File: src/rtl/mips_pc_pkg.sv
// Shared types and constants for the MIPS32 program-counter slice.
package mips_pc_pkg;

  typedef enum logic [1:0] {
    BOOT,
    RUN,
    PEND
  } pcState_e;

  localparam int INSTR_BYTES = 4;
  localparam int JIDX_W      = 26;

endpackage

File: src/rtl/pc_target_calc.sv
// Combinational next-PC candidates: sequential, branch and jump targets,
// priority-muxed into a single target plus a "taken" flag.
module pc_target_calc
  import mips_pc_pkg::*;
#(
  parameter int WIDTH = 32
) (
  input  logic [WIDTH-1:0]  pc_i,
  input  logic [WIDTH-1:0]  offset_sh_i,
  input  logic [JIDX_W-1:0] jump_idx_i,
  input  logic              jump_en_i,
  input  logic              branch_en_i,
  input  logic              branch_cond_i,
  output logic [WIDTH-1:0]  pc_plus4_o,
  output logic [WIDTH-1:0]  target_o,
  output logic              taken_o
);

  logic [WIDTH-1:0] brTgt;
  logic [WIDTH-1:0] jmpTgt;
  logic             branchTaken;

  assign pc_plus4_o  = pc_i + WIDTH'(INSTR_BYTES);
  assign brTgt       = pc_plus4_o + offset_sh_i;
  // Jump keeps the upper region bits of the sequential address.
  assign jmpTgt      = {pc_plus4_o[WIDTH-1:JIDX_W+2], jump_idx_i, 2'b00};
  assign branchTaken = branch_en_i & branch_cond_i;
  assign taken_o     = jump_en_i | branchTaken;

  always_comb begin
    target_o = pc_plus4_o;
    if (jump_en_i) begin
      target_o = jmpTgt;
    end else if (branchTaken) begin
      target_o = brTgt;
    end
  end

endmodule

File: src/rtl/pc_next_unit.sv
// Program-counter register and next-PC selection with a one-deep buffer
// that holds a redirect arriving while the pipeline is stalled.
module pc_next_unit
  import mips_pc_pkg::*;
#(
  parameter int               WIDTH    = 32,
  parameter logic [WIDTH-1:0] RESET_PC = '0
) (
  input  logic              clk,
  input  logic              rst_n,
  input  logic              stall,
  input  logic              branch_en,
  input  logic              branch_cond,
  input  logic [WIDTH-1:0]  offset_sh,
  input  logic              jump_en,
  input  logic [JIDX_W-1:0] jump_idx,
  input  logic              fetch_ready,
  output logic [WIDTH-1:0]  pc,
  output logic [WIDTH-1:0]  pc_plus4,
  output logic              fetch_valid,
  output logic              redirect
);

  pcState_e         state_q, state_d;
  logic [WIDTH-1:0] pc_q, pc_d;
  logic [WIDTH-1:0] pendPc_q, pendPc_d;
  logic             redirect_q, redirect_d;

  logic [WIDTH-1:0] target;
  logic             taken;
  logic             advance;

  pc_target_calc #(
    .WIDTH(WIDTH)
  ) u_target (
    .pc_i          (pc_q),
    .offset_sh_i   (offset_sh),
    .jump_idx_i    (jump_idx),
    .jump_en_i     (jump_en),
    .branch_en_i   (branch_en),
    .branch_cond_i (branch_cond),
    .pc_plus4_o    (pc_plus4),
    .target_o      (target),
    .taken_o       (taken)
  );

  assign fetch_valid = (state_q != BOOT);
  assign advance     = fetch_valid & fetch_ready & ~stall;
  assign pc          = pc_q;
  assign redirect    = redirect_q;

  always_comb begin
    state_d    = state_q;
    pc_d       = pc_q;
    pendPc_d   = pendPc_q;
    redirect_d = 1'b0;
    unique case (state_q)
      BOOT: begin
        state_d = RUN;
      end
      RUN: begin
        // A redirect squashes the in-flight fetch, so fetch_ready is not needed.
        if (taken && !stall) begin
          pc_d       = target;
          redirect_d = 1'b1;
        end else if (taken) begin
          pendPc_d = target;
          state_d  = PEND;
        end else if (advance) begin
          pc_d = pc_plus4;
        end
      end
      PEND: begin
        if (stall) begin
          if (taken) begin
            pendPc_d = target;
          end
        end else begin
          pc_d       = taken ? target : pendPc_q;
          redirect_d = 1'b1;
          state_d    = RUN;
        end
      end
      default: begin
        state_d = BOOT;
      end
    endcase
  end

  always_ff @(posedge clk or negedge rst_n) begin
    if (!rst_n) begin
      state_q    <= BOOT;
      pc_q       <= RESET_PC;
      pendPc_q   <= '0;
      redirect_q <= 1'b0;
    end else begin
      state_q    <= state_d;
      pc_q       <= pc_d;
      pendPc_q   <= pendPc_d;
      redirect_q <= redirect_d;
    end
  end

endmodule

File: config.mk
export PLATFORM = sky130hd
export DESIGN_NAME = pc_next_unit
export DESIGN_NICKNAME = d
export VERILOG_FILES = /design/src/rtl/mips_pc_pkg.sv /design/src/rtl/pc_target_calc.sv /design/src/rtl/pc_next_unit.sv
export SDC_FILE = /design/constraint.sdc
export NUM_CORES = 1
export LEC_CHECK = 0
export ABC_CLOCK_PERIOD_IN_PS = 5100
export CAP_MARGIN = 20
export CORE_MARGIN = 4
export CORE_UTILIZATION = 25
export DETAILED_ROUTE_END_ITERATION = 10
export PLACE_DENSITY = 0.49
export SLEW_MARGIN = 15
export SYNTH_ARGS = -nofsm -noshare
export SYNTH_HDL_FRONTEND = slang
export SYNTH_SLANG_ARGS = --single-unit
File: constraint.sdc
create_clock -name clk -period 5.1 [get_ports clk]
set_input_delay 1.02 -clock clk [delete_from_list [all_inputs] [get_ports clk]]
set_output_delay 1.02 -clock clk [all_outputs]
set_load 0.01 [all_outputs]
==> results.cfg <==
[routing]
drtIter0Drc = 569
vias_per_cell = 5.467
detail-route-antenna-nets = 0
drc_errors = 0
wl_per_cell_um = 21.35
wirelength_um = 27390
drt_first_pass_iters = 5
vias = 7014

[run]
drv_cap = 0

[final_layout]
post-route-cell-area_um2 = 8462
syn_to_final_growth_pct = 31.42
layout_common_cells = clkdlybuf4s50_1 (129), nand2_1 (107), a21oi_1 (72), dfrtp_1 (67)
layout_commonest_cell = clkdlybuf4s50_1
fin_util_pct = 33.51
fin_nets = 1058
drive_above_1_share_pct = 6.191
antenna_cells = 0

[worst_setup_path]
r2r_slack_ps = 530
cp_slowest_cell = a311oi_2
path_class = reg2reg
worstSetupStartpointType = register
end_kind = register
critPathMaxFanout = 7
cpPeakStageDelay_ps = 460
path_buf_inv = 1
cp_top_family = compound AO/OA/AOI/OAI gates
r2r_end = pendPc_q[31]$_DFFE_PN0P_
worstPathRequired_ps = 5300
path_cells = ha_1, and3_1, nand3_1, or3_1, inv_1, nand3_1, xnor2_1, ha_1, a211o_1, o21bai_1, a221oi_1, a41o_1, a2111oi_2, a311oi_2, nor2_1, xnor2_1, o21ai_1
crit_arrival_ps = 4770
reg2regPathDepth = 17
cp.depth = 17
worstSetupEndpoint = pendPc_q[31]$_DFFE_PN0P_
reg2reg_from = pc[2]$_DFFE_PN0P_
worstSetupStartpoint = pc[2]$_DFFE_PN0P_

[timing]
setup_violations = 0
drv_slew = 0
hold_violations = 0
slew_headroom_pct = 40.97
rsz0062_at_grt = false
fin_crit_ps = 4573
finClkSkew_ps = 7.218
fmax_ghz = 0.2187
fin_crit_sh_pct = 89.67
fin_tns_setup_ps = 0
worst_pin_slew_ps = 885.5

[worst_hold_path]
hp-class = reg2reg

[logic_synthesis]
ys.flop_type = dfrtp_1
synthDistinctLibCells = 74
synth-seq-cells = 67
syn_nets = 935
synthCells = 827
avgSynthCellArea_um2 = 7.786
async_reset_ff_share_pct = 100.0
synth_edf_count = 0
synth_area_um2 = 6439
yosysSeqAreaShare_pct = 26.04
yosys_warnings = 0

[global_route]
overflow = 0
grt_first_pass_wirelength_um = 42160
track_usage_pct = 19.00
antenna_found_initial = 0
grt_max_degree = 45
grt_pass1_vias = 6862

[outcome]
status = completed

[cts]
cts_buffer_depth = 2
clock_latency_ps = 330
postCtsHoldBufs = 0
post_cts_buffers = 0
cts.sinks = 67
h-tree-depth = 3
cts-resized-gates = 0
clockRootBuffer = clkbuf_16
numCtsBuffers = 9
path_clk_slew_ps = 60
cts_tree = yes

[die]
ios = 131
initial_core_util_pct = 25.50
dieArea_um2 = 28390
core_um2 = 25250
dieWidth_um = 168.5
rows = 58
die_h_um = 168.5

[placed_design]
dpl.hpwl_um = 21040
placed_area_um2 = 8160
io_buffer_count = 130
gp_congestion = 0.9101

[power]
power_density_nw_per_um2 = 596.7
p_leak_uw = 0.003493
ir_drop_mv = 0.2067
==> cells by family after synthesis <==
| kind of cell | count (synthesis) | synth area share, % |
|---|---|---|
| and+or+nand+nor | 280 | 20.54 |
| muxes | 9 | 1.457 |
| adders and majority gates | 43 | 8.473 |
| buffers and inverters | 68 | 4.353 |
| xor gates and xnor gates | 51 | 6.937 |
| DFF | 67 | 26.04 |
| AOI/OAI and AO/OA | 309 | 32.20 |
==> worst min path at each step <==
stage                                           to                     start  depth (start not counted)  slack, ps
after detailed placement  pendPc_q[18]$_DFFE_PN0P_  pendPc_q[18]$_DFFE_PN0P_                          1        470
final                      pendPc_q[4]$_DFFE_PN0P_   pendPc_q[4]$_DFFE_PN0P_                          2        480
after global placement     pendPc_q[7]$_DFFE_PN0P_   pendPc_q[7]$_DFFE_PN0P_                          2        460
after floorplan            pendPc_q[7]$_DFFE_PN0P_   pendPc_q[7]$_DFFE_PN0P_                          2        440
after CTS                 pendPc_q[18]$_DFFE_PN0P_  pendPc_q[18]$_DFFE_PN0P_                          1        480
after global routing      pendPc_q[18]$_DFFE_PN0P_  pendPc_q[18]$_DFFE_PN0P_                          1        490
==> state kept, by name, summed over array words and instances, names as in the netlist <==
register and flops:
pc 32, redirect 1, state_q 2, pendPc_q 32
==> worst reg2reg max path, cell delays in order (launching register included) <==
cell,delay [ps]
dfrtp_1,440
ha_1,210
and3_1,310
nand3_1,200
or3_1,460
inv_1,120
nand3_1,100
xnor2_1,360
ha_1,390
a211o_1,320
o21bai_1,190
a221oi_1,290
a41o_1,170
a2111oi_2,60
a311oi_2,460
nor2_1,110
xnor2_1,180
o21ai_1,70
==> cells in the mapped netlist, types with 6 or more instances <==
cell / n / area share (%)
nand2_1: 107 / 6.2
a22oi_1: 12 / 1.4
xor2_1: 18 / 2.4
clkbuf_1: 33 / 1.9
a211oi_1: 6 / 0.70
dfrtp_1: 67 / 26
o221ai_1: 9 / 1.2
buf_2: 7 / 0.54
o31ai_1: 9 / 1.0
o21ai_1: 7 / 0.54
nand2b_1: 9 / 0.87
a21oi_1: 72 / 5.6
a22o_1: 12 / 1.6
o22ai_1: 9 / 0.87
nor2_1: 66 / 3.8
mux2i_1: 6 / 0.93
nand3_1: 23 / 1.8
and2_1: 9 / 0.87
o211ai_1: 8 / 0.93
and4_1: 6 / 0.82
nand4_1: 14 / 1.4
ha_1: 42 / 8.2
inv_1: 21 / 1.2
and3_1: 12 / 1.2
a221oi_1: 11 / 1.5
a21o_1: 21 / 2.4
a31oi_1: 13 / 1.3
o21ai_0: 66 / 5.1
nor3_1: 14 / 1.1
xnor2_1: 33 / 4.5
==> report_power, final <==
part	internal, uW	switching [uW]	leakage, uW	total (uW)
Sequential	782	278	0.000814	1060
Combinational	1430	1910	0.00253	3340
Clock	413	238	0.000151	651
==> area by class of cell <==
type,instances,area [um^2]
Timing Repair Buffer,158,1506
Clock inverter,2,35.03
Fill cell,2665,16790
Tap cell,330,412.9
Multi-Input combinational cell,692,4482
Inverter,22,82.58
Clock buffer,12,266.5
Sequential cell,67,1677
==> per-layer routing <==
layer  wire [um]  track usage [%]  up-vias
li1            -                -     3327
met1       12960            27.70     3390
met2       11960            29.14      267
met3        2002            3.667       30
met4         468            4.270        0
met5           0                0        -
==> metrics by stage <==
stage               hold slack (ps)  instances  power, uW  setup WS (ps)
floorplan                     440.2        827       3029           1123
global placement              458.5       1269       4377          441.5
detailed placement            468.6       1269       4369          481.5
CTS                           481.7       1283       5042          460.1
global route                  486.4       1283       5449          158.9
finish                        484.5       1283       5049          527.0
Power figures use the tool's default switching activity.
